==> src/rtl/rr_arb4_onehot.sv <==
// Four-way round-robin arbiter with a registered one-hot grant and a rotating priority pointer.
// Optional grant-hold timeout is built only when ARB_TIMEOUT_EN is defined.
module rr_arb4_onehot #(
  parameter int unsigned TIMEOUT_CYCLES = 32'd15
) (
  input  logic       clk,
  input  logic       rst_n,
  input  logic [3:0] req,
  // "release" is a reserved word, so the owner's release pulse is named release_pulse.
  input  logic       release_pulse,
  output logic [3:0] grant,
  output logic       grant_valid,
  output logic       timeout
);

  typedef enum logic {
    S_IDLE  = 1'b0,
    S_OWNED = 1'b1
  } state_t;

  state_t     r_state;
  state_t     w_state_nxt;
  logic [1:0] r_ptr;
  logic [1:0] w_ptr_nxt;
  logic [3:0] r_grant;
  logic [3:0] w_grant_nxt;
  logic       r_grant_valid;
  logic [1:0] w_owner;
  logic       w_drop;

  // First asserted request scanning ptr, ptr+1, ... modulo 4.
  function automatic logic [1:0] f_rr_pick(input logic [3:0] rq, input logic [1:0] p);
    logic [1:0] idx;
    logic [1:0] sel;
    logic       found;
    sel   = p;
    found = 1'b0;
    for (int k = 0; k < 4; k++) begin
      idx = p + 2'(k);
      if (!found && rq[idx]) begin
        sel   = idx;
        found = 1'b1;
      end
    end
    return sel;
  endfunction

  function automatic logic [1:0] f_encode(input logic [3:0] oh);
    case (oh)
      4'b0001: f_encode = 2'd0;
      4'b0010: f_encode = 2'd1;
      4'b0100: f_encode = 2'd2;
      4'b1000: f_encode = 2'd3;
      default: f_encode = 2'd0;
    endcase
  endfunction

`ifdef ARB_TIMEOUT_EN
  localparam logic [7:0] LP_LAST = 8'(TIMEOUT_CYCLES - 32'd1);

  logic [7:0] r_cnt;
  logic       r_timeout;
  logic       w_timeout_nxt;

  // Hold counter: zero on entry to OWNED, counts every OWNED cycle.
  always_ff @(posedge clk or negedge rst_n) begin
    if (!rst_n) begin
      r_cnt <= 8'd0;
    end else if (r_state == S_OWNED) begin
      r_cnt <= r_cnt + 8'd1;
    end else begin
      r_cnt <= 8'd0;
    end
  end

  // Timeout pulse register, aligned with the grant dropping.
  always_ff @(posedge clk or negedge rst_n) begin
    if (!rst_n) begin
      r_timeout <= 1'b0;
    end else begin
      r_timeout <= w_timeout_nxt;
    end
  end

  assign timeout = r_timeout;
`else
  assign timeout = 1'b0;
`endif

  assign w_owner = f_encode(r_grant);
  assign w_drop  = release_pulse | ~(|(req & r_grant));

  // Next-state, pointer and grant decision.
  always_comb begin
    w_state_nxt = r_state;
    w_ptr_nxt   = r_ptr;
    w_grant_nxt = r_grant;
`ifdef ARB_TIMEOUT_EN
    w_timeout_nxt = 1'b0;
`endif
    case (r_state)
      S_IDLE: begin
        if (|req) begin
          w_grant_nxt = 4'b0001 << f_rr_pick(req, r_ptr);
          w_state_nxt = S_OWNED;
        end else begin
          w_grant_nxt = 4'b0000;
        end
      end
      S_OWNED: begin
        // Release beats a coincident expiry, so the timeout pulse stays low then.
        if (w_drop) begin
          w_grant_nxt = 4'b0000;
          w_state_nxt = S_IDLE;
          w_ptr_nxt   = w_owner + 2'd1;
        end
`ifdef ARB_TIMEOUT_EN
        else if (r_cnt == LP_LAST) begin
          w_grant_nxt   = 4'b0000;
          w_state_nxt   = S_IDLE;
          w_ptr_nxt     = w_owner + 2'd1;
          w_timeout_nxt = 1'b1;
        end
`endif
        else begin
          w_grant_nxt = r_grant;
        end
      end
      default: begin
        w_grant_nxt = 4'b0000;
        w_state_nxt = S_IDLE;
      end
    endcase
  end

  // State, pointer and registered grant outputs.
  always_ff @(posedge clk or negedge rst_n) begin
    if (!rst_n) begin
      r_state       <= S_IDLE;
      r_ptr         <= 2'd0;
      r_grant       <= 4'b0000;
      r_grant_valid <= 1'b0;
    end else begin
      r_state       <= w_state_nxt;
      r_ptr         <= w_ptr_nxt;
      r_grant       <= w_grant_nxt;
      r_grant_valid <= |w_grant_nxt;
    end
  end

  assign grant       = r_grant;
  assign grant_valid = r_grant_valid;

endmodule

==> config.mk <==
export PLATFORM = sky130hd
export DESIGN_NAME = rr_arb4_onehot
export DESIGN_NICKNAME = d
export VERILOG_FILES = /design/src/rtl/rr_arb4_onehot.sv
export SDC_FILE = /design/constraint.sdc
export NUM_CORES = 1
export LEC_CHECK = 0
export CAP_MARGIN = 15
export CORE_AREA = 2 2 39 41
export DETAILED_ROUTE_END_ITERATION = 6
export DIE_AREA = 0 0 41 43
export DONT_BUFFER_PORTS = 1
export PLACE_DENSITY_LB_ADDON = 0.05
export SETUP_SLACK_MARGIN = 0.1
export SLEW_MARGIN = 25
export SYNTH_ARGS = -nofsm -noshare
export SYNTH_HDL_FRONTEND = slang
export SYNTH_SLANG_ARGS = --single-unit
==> constraint.sdc <==
create_clock -name clk -period 2.95 [get_ports clk]
set_input_delay 0.59 -clock clk [delete_from_list [all_inputs] [get_ports clk]]
set_output_delay 0.59 -clock clk [all_outputs]
set_load 0.005 [all_outputs]
# Word-level counts from Yosys, hierarchy flattened
# Cells that the tools add are included.
[word_totals] output_inout_bits=6 register_bits=8 in_bits=7
[op_classes] shift=1 eq_ne=3 add_sub_neg=4 muxes=29 n_reduce_logical=10 bitwise=4 magnitude_cmp=4
[op_table] cell="1-bit two-way mux" count=15
[op_table] cell="2-bit by 3-bit < comparator with 1-bit output (second input constant)" count=4
[op_table] cell="4-bit OR reduction" count=3
[op_table] cell="2-bit two-way mux" count=5
[op_table] cell="1-bit binary-select mux with 2-bit select" count=4
[op_table] cell="4-bit two-way mux" count=2
[op_table] cell="4-bit case mux with 2 select lines" count=1
[op_table] cell="2-bit case mux with 3 select lines" count=1
[op_table] cell="2-bit by 1-bit adder with 2-bit output (second input constant)" count=2
[op_table] cell="2-bit adder (second input constant)" count=2
[op_table] cell="4-bit bitwise AND" count=1
[op_table] cell="4-bit by 2-bit == test with 1-bit output (second input constant)" count=1
[op_table] cell="4-bit by 3-bit == test with 1-bit output (second input constant)" count=1
[op_table] cell="4-bit == test (second input constant)" count=1
[op_table] cell="1-bit by 2-bit left shift with 4-bit output (first input constant)" count=1
[op_table] cell="1-bit logical AND" count=3
[op_table] cell="1-bit zero test" count=3
[op_table] cell="1-bit NOT" count=2
[op_table] cell="1-bit case mux with 2 select lines" count=1
[op_table] cell="2-bit AND reduction" count=1
[op_table] cell="1-bit bitwise OR" count=1

# Depth between registers and ports, before layout
# Gate-level depths: netlist of the first run.
[logic_depth] word_depth=24 mapped_depth=4 depth_no_buf=4

# Least setup slack after synthesis of the first run
# Ideal clock, no wire load.
[synth_timing] path_kind="input to register" start="input req[1]" end="register r_grant[2], in the netlist grant[2]" required_ps=2828 arrival_time_ps=1289 slack_ps=1540 setup_time_ps=122 cell_stages=4 cell_sequence="nor2_1 a21o_1 o32a_1 a32o_1"
[synth_via] elab_chain_len=23
[synth_lines] item="start, declared" line_no="8" rtl="input logic [3:0] req,"
[synth_lines] item="1-bit binary-select mux with 2-bit select" line_no="40" rtl="if (!found && rq[idx]) begin"
[synth_lines] item="1-bit two-way mux (implied by the code)" line_no="40"
[synth_lines] item="1-bit two-way mux" line_no="40"
[synth_lines] item="1-bit two-way mux" line_no="103" rtl="if (|req) begin"
[synth_lines] item="1-bit two-way mux" line_no="101" rtl="case (r_state)"
[synth_lines] item="1-bit zero test" line_no="40"
[synth_lines] item="1-bit logical AND" line_no="40"
[synth_lines] item="1-bit two-way mux" line_no="40"
[synth_lines] item="[8 not listed]"
[synth_lines] item="1-bit logical AND" line_no="40"
[synth_lines] item="2-bit two-way mux" line_no="40"
[synth_lines] item="2-bit two-way mux" line_no="103"
[synth_lines] item="2-bit two-way mux" line_no="101"
[synth_lines] item="1-bit by 2-bit left shift with 4-bit output" line_no="104" rtl="w_grant_nxt = 4'b0001 << f_rr_pick(req, r_ptr);"
[synth_lines] item="4-bit two-way mux" line_no="103"
[synth_lines] item="4-bit case mux with 2 select lines *" line_no="101"
[synth_lines] item="via w_grant_nxt[2]" line_no="26" rtl="logic [3:0] w_grant_nxt;"
[synth_lines] item="end signal, assigned" line_no="146" rtl="r_grant <= w_grant_nxt;"
[synth_lines] item="end, declared" line_no="25" rtl="logic [3:0] r_grant;"
# The timed path passes the listed nets; every way through them passes the cells marked *. The select of a mux whose other input is x is not followed.
# A chain may end at the register's enable or synchronous reset.

# Final worst setup path of the first run
[layout_timing] start="register r_ptr[1]" end="register r_grant[0], in the netlist grant[0]"
[layout_via] elab_chain_len=23
[layout_lines] item="start, declared" line_no="23" rtl="logic [1:0] r_ptr;"
[layout_lines] item="start signal, assigned" line_no="145" rtl="r_ptr <= w_ptr_nxt;"
[layout_lines] item="1-bit binary-select mux with 2-bit select" line_no="40"
[layout_lines] item="1-bit two-way mux (implied by the code)" line_no="40"
[layout_lines] item="1-bit two-way mux" line_no="40"
[layout_lines] item="1-bit two-way mux" line_no="103"
[layout_lines] item="1-bit two-way mux" line_no="101"
[layout_lines] item="1-bit zero test" line_no="40"
[layout_lines] item="1-bit logical AND" line_no="40"
[layout_lines] item="1-bit two-way mux" line_no="40"
[layout_lines] item="[8 not listed]"
[layout_lines] item="1-bit logical AND" line_no="40"
[layout_lines] item="2-bit two-way mux *" line_no="40"
[layout_lines] item="2-bit two-way mux *" line_no="103"
[layout_lines] item="2-bit two-way mux *" line_no="101"
[layout_lines] item="1-bit by 2-bit left shift with 4-bit output *" line_no="104"
[layout_lines] item="4-bit two-way mux *" line_no="103"
[layout_lines] item="4-bit case mux with 2 select lines *" line_no="101"
[layout_lines] item="via w_grant_nxt[0]" line_no="26"
# Marks and branches as above.

==> out/qor.yml, run 1 <==
die:
  dieHeight_um: 43
  ios: 13
  start_util_pct: 33.3
  die_x_um: 41
  die_area_um2: 1760
  rows: 14
  fp.coreArea_um2: 1380
global_routing:
  grt_pass1_wl_um: 1590
  grt_usage_pct: 13.8
  grt-ovfl-total: 0
  grt_pass1_vias: 364
  grt_antenna_before_repair: 0
  grt_max_degree: 9
cells_and_area:
  multi_input_area_um2: 249
  ff_latch_area_um2: 200
  final_util_pct: 35.8
  syn_to_final_growth_pct: 7.61
  final_cell_area_um2: 495
  final_common_cell: "dfrtp_1"
  num-nets-final: 56
  num-fill-cells: 152
  drive_gt1_share_pct: 8.51
  diodes: 0
  final_cell_mix: "dfrtp_1 (8), nor2_1 (4), a32o_1 (4)"
cts:
  postCtsHoldBufs: 0
  cts_setup_buffers: 0
  clk_pin_slew_ps: 50
  cts_tree: "yes"
  clockBufferDepth: 2
  cts_buffers: 3
  h-tree-depth: 1
  cts_root_buf: "clkbuf_4"
  clk_latency_ps: 250
  clock_sinks: 8
  cts-resized-gates: 0
placement:
  dp_hpwl_um: 828
  gp_congestion: 0.693
  portBuffers: 0
  placed_cell_area_um2: 473
sta:
  fin_crit_sh_pct: 49.7
  finalHoldViolCount: 0
  fin_setup_tns_ps: 0
  rsz0062_at_grt: "no"
  max_freq_ghz: 0.682
  setup_viol: 0
  fin_skew_ps: 2.29
  period_minus_slack_ps: 1470
  drv_slew: 0
pwr:
  power.leakage_nw: 0.204
  p_comb_share_pct: 33.3
  max-vdd-ir-drop_mv: 0.269
  switching_share_pct: 35.0
  total_power_uw: 422
  pwr-share-seq_pct: 47.5
  clockPowerShare_pct: 19.2
  p_sw_uw: 148
  internal_power_uw: 274
  power.density_nw_per_um2: 851
drt:
  drt_wl_total_um: 1050
  viasPerCell: 6.05
  drc_errors: 0
  vias: 381
  wl_per_cell_um: 16.6
  drtIter0Drc: 12
  first_pass_iters: 4
  antenna_left: 0
setup_path:
  cp.arrival_ps: 1650
  ff2ff_setup_slack_ps: 1480
  slowest_delay_ps: 450
  slowest_stage: "dfrtp_1"
  startpoint: "r_ptr[1]"
  critPathKind: "flop to flop"
  critPathTopFamily: "compound AO/OA/AOI/OAI gates"
  cp.required_ps: 3130
  end_kind: "flop"
  critPathBufInv: 0
  path_cells: "nor3b_1 > a21o_1 > o32ai_1 > a32o_1"
  rr_startpoint: "r_ptr[1]"
  start_kind: "flop"
  path_max_fanout: 8
synthesis:
  synth_top_family_by_area: "compound AO/OA/AOI/OAI gates"
  synth_nets: 52
  synth_top_area_cell: "dfrtp_1"
  ys_seq_area_share_pct: 43.5
  synth_area_um2: 460
  synth_compound_area_share_pct: 27.7
  synth.top_cell.area_share_pct: 43.5
  synth-adder-area-share_pct: 0
  synth_mux_area_share_pct: 4.89
  synth_xor_area_share_pct: 3.80
  netlist_instances: 45
  ys_types: 25
  syn_avg_cell_area_um2: 10.2
  synth_simple_gate_area_share_pct: 16.8
  ys_seq_elements: 8
  yosysWarnings: 0
  yosys-top-cells-area: "dfrtp_1 (43%), a32o_1 (8.7%), nor2b_1 (4.1%), xnor2_1 (3.8%), a21oi_1 (3.3%)"
outcome:
  status: "finished clean"
hold_path:
  hold_class: "input pin to asynchronous set/reset pin"
flow_run:
  cap_violations: 0
## cell type report
cell class / instances / share of cell area [%]
tap: 16 / 4.04
clock buffer: 3 / 4.55
inverter: 1 / 0.758
multi-input combinational: 35 / 50.3
sequential: 8 / 40.4
## flip-flops by register name, indices dropped and copies added, names as in the netlist
| name | count |
|---|---|
| grant_valid | 1 |
| r_state | 1 |
| grant | 4 |
| r_ptr | 2 |
## worst paths after layout
| path | to | cells past startpoint |
|---|---|---|
| worst max-delay path | grant[0] | 4 |
| max in group asynchronous | grant[2] | 0 |
| min in group clk | r_ptr[0] | 1 |
| worst min-delay path | r_state | 0 |
| worst max register to register | grant[0] | 4 |
| worst min register to register | r_ptr[0] | 1 |
## logic make-up after synthesis
kind of cell	after synthesis
compound gates	16
xor+xnor	2
buf+inv	2
flops	8
mux	2
other cells	1
simple gates	14
## worst register-to-register path: stages (launching register included)
cell     delay [ps]
dfrtp_1         450
nor3b_1         180
a21o_1          160
o32ai_1         360
a32o_1          240
## per-layer routing
| metal | global-route usage [%] | part of all wire (%) |
|---|---|---|
| met2 | 20.9 | 54 |
| met3 | 4.71 | 7.2 |
| met4 | 8.00 | 0.38 |
| met1 | 16.1 | 39 |
| met5 | 0 | 0 |
## power groups by stage
stage	clock network, mW	logic, mW	registers, mW
after global placement	0	0.137	0.202
after global routing	0.0921	0.156	0.206
after detailed placement	0	0.141	0.203
after floorplan	0	0.121	0.188
after CTS	0.0852	0.141	0.201
final	0.0808	0.140	0.201
## stage by stage
stage	worst slack, ps	std cells	hold slack [ps]
4_1_cts	1510	63	23.4
3_3_place_gp	1500	60	295
2_1_floorplan	1540	45	294
5_1_grt	1460	63	12.9
6_report	1480	63	34.3
3_5_place_dp	1480	60	295
## Yosys cell counts
library cell / n
a211o_1: 1
a21o_1: 1
a21oi_1: 3
a22oi_1: 2
a32o_1: 4
and2_1: 1
buf_4: 1
conb_1: 1
dfrtp_1: 8
inv_1: 1
mux2_1: 1
mux2_2: 1
nand2b_1: 1
nor2_1: 4
nor2b_1: 3
nor3_1: 1
nor3b_1: 1
o211a_1: 1
o211ai_1: 1
o21ai_1: 1
o32a_1: 1
o32ai_1: 1
or2_1: 2
or3_1: 1
xnor2_1: 2
(Power assumes the default switching activity.)
==> run 2: changes to the inputs <==
==> constraint.sdc (replaced) <==
create_clock -name clk -period 1.3 [get_ports clk]
set_input_delay 0.26 -clock clk [delete_from_list [all_inputs] [get_ports clk]]
set_output_delay 0.26 -clock clk [all_outputs]
set_load 0.005 [all_outputs]
==> run 2 against run 1 <==
Effect of this change: clock power up 130%; clock-buffer cell count stayed put; power rose to 2.8 times the previous value; cell area is 20% higher; the run now ends with negative setup slack left; die area unchanged; critical path type unchanged; critical path depth is the same; non-clock buffer count rose by 8; combinational power rose to 3.9 times the previous value.
==> out/qor.yml, run 2 (synthesis gave the netlist of run 1 again) <==
drt:
  top_layer: "met4"
  wl_met2_um: 569  # +1.4%
  antenna_left: 0  # unchanged
  wl_met3_um: 85  # +13%
  vias: 406  # +6.6%
  drc_errors: 0  # unchanged
  drt_wl_total_um: 1160  # +11%
  viasPerCell: 5.72  # -5.4%
  wl_per_cell_um: 16.3  # -1.6%
  first_pass_iters: 4  # unchanged
  drtIter0Drc: 6  # -6
  m1WireLength_um: 494  # +22%
cells_and_area:
  drive_gt1_share_pct: 32.7  # +24 points
  final_common_cell: "dfrtp_1"
  final_util_pct: 42.9  # +7.1 points
  final_cell_mix: "dfrtp_1 (8), buf_4 (7), nor2_1 (4), a32o_1 (4)"
  largest_reg_flops: 4  # unchanged
  finalNonFillerCells: 71  # +13%
  syn_to_final_growth_pct: 29.1
  diodes: 0  # unchanged
  final_cell_area_um2: 594  # +20%
  num-fill-cells: 137  # -9.9%
  num-nets-final: 64  # +14%
sta:
  setup_ws_ps: -72.7  # -1560 ps
  setup_viol: 4  # +4
  fin_skew_ps: 3.01  # +0.722 ps
  fin_crit_sh_pct: 106  # +56 points
  max_freq_ghz: 0.728  # +6.9%
  drv_slew: 0  # unchanged
  finalHoldViolCount: 0  # unchanged
  rsz0062_at_grt: "yes"
  period_minus_slack_ps: 1370  # -94.4 ps
  worst_hold_slack_ps: 369  # +335 ps
setup_path:
  cp.required_ps: 1430  # -1700 ps
  ff2ff_setup_slack_ps: -70  # -1560 ps
  reg2reg_depth: 4  # unchanged
  critPathBufInv: 0  # unchanged
  end_kind: "flop"
  critPathTopFamily: "compound AO/OA/AOI/OAI gates"
  slowest_delay_ps: 390  # -60 ps
  rr_endpoint: "grant[3]"
  path_max_fanout: 3  # -5
  rr_startpoint: "r_ptr[1]"
  critPathKind: "flop to flop"
  cp.arrival_ps: 1500  # -150 ps
  path_cells: "nor3b_2 > a21o_1 > o32a_1 > a32o_1"
  start_kind: "flop"
  slowest_stage: "dfrtp_1"
cts:
  cts_setup_buffers: 0  # unchanged
  clk_latency_ps: 250  # about the same
  clockBufferDepth: 2  # unchanged
  cts_buffers: 3  # unchanged
  cts_root_buf: "clkbuf_4"
  clk_pin_slew_ps: 60  # about the same
  h-tree-depth: 1  # unchanged
  clock_sinks: 8  # unchanged
  cts_tree: "yes"
pwr:
  power.density_nw_per_um2: 1970  # +130%
  clockPowerShare_pct: 16.2  # -3.0 points
  max-vdd-ir-drop_mv: 0.763  # +180%
  switching_share_pct: 34.3  # -0.67 points
  internal_power_uw: 769  # +180%
  power.leakage_nw: 0.258  # +27%
  pwr-share-seq_pct: 36.7  # -11 points
  p_sw_uw: 402  # +170%
  p_comb_share_pct: 47.1  # +14 points
die:
  die_area_um2: 1760  # unchanged
  fp.coreArea_um2: 1380  # unchanged
  dieHeight_um: 43  # unchanged
  die_x_um: 41  # unchanged
  ios: 13  # unchanged
  start_util_pct: 33.3  # unchanged
  rows: 14  # unchanged
global_routing:
  grt_antenna_before_repair: 0  # unchanged
  grt-ovfl-total: 0  # unchanged
  grt_max_degree: 9  # unchanged
  grt_usage_pct: 14.3  # +0.48 points
  grt_pass1_wl_um: 1590  # unchanged
  grt_pass1_vias: 350  # -3.8%
outcome:
  status: "finished with violations"
  violations: "negative setup slack"
placement:
  portBuffers: 0  # unchanged
  gp_congestion: 0.751  # +8.3%
  pre_cts_ws_ps: -48.0  # -1530 ps
  dp_hpwl_um: 895  # +8.1%
  dp_cells: 67  # +12%
  placed_cell_area_um2: 539  # +14%
flow_run:
  cap_violations: 0  # unchanged
hold_path:
  hold_class: "input pin to asynchronous set/reset pin"
run 2: cell types whose count changed in the layout (fill, tap and decap cells not counted), moves of 2 or more:
cell	delta
a22oi_1	-2
mux2_4	+2
buf_4	+7
a22oi_2	+2
run 2: how the worst max path moves through the flow:
| stage | slack [ps] | cells after the start | from | end |
|---|---|---|---|---|
| floorplan | -30 | 4 | r_ptr[1] | grant[3] |
| global placement | -20 | 4 | r_ptr[1] | grant[2] |
| detailed placement | -50 | 4 | r_ptr[1] | grant[2] |
| CTS | -60 | 4 | r_ptr[1] | grant[2] |
| global route | -90 | 4 | r_ptr[1] | grant[3] |
| finish | -70 | 4 | r_ptr[1] | grant[3] |
run 2: final cells by class:
class	instances	area [µm²]	area share, %
Clock buffer	3	22.5	3.79
Timing Repair Buffer	8	62.6	10.5
Inverter	1	3.75	0.632
Sequential cell	8	200	33.7
Multi-Input combinational cell	35	285	48.0
Tap cell	16	20.0	3.37
run 2: routing by layer:
layer	track usage, %	vias up
met5	0	-
met4	6.00	0
met3	4.71	2
met2	22.5	18
met1	17.0	194
li1	-	192
run 2: timing repair:
action,4_1_cts,5_1_grt
pin swaps,3,2
hold endpoints to repair,8,0
hold buffers,1,0
resized for setup,1,4
endpoints found under the setup margin,8,8
run 2: worst reg2reg max path, cell delays in order, from the launching register on:
cell and delay (ps):
dfrtp_1 390, nor3b_2 160, a21o_1 160, o32a_1 310
a32o_1 240
run 2: power groups by stage:
| stage | sequential, mW | combinational (mW) | clock (mW) |
|---|---|---|---|
| finish | 0.430 | 0.552 | 0.189 |
| detailed placement | 0.427 | 0.507 | 0 |
| floorplan | 0.436 | 0.311 | 0 |
| CTS | 0.422 | 0.538 | 0.192 |
| global route | 0.442 | 0.597 | 0.213 |
| global placement | 0.424 | 0.498 | 0 |
run 2: per-stage QoR:
stage / total power [mW] / setup TNS [ps]
finish: 1.17 / -163
global route: 1.25 / -316
CTS: 1.15 / -108
detailed placement: 0.934 / -90.4
global placement: 0.922 / -16.2
floorplan: 0.747 / -63.7
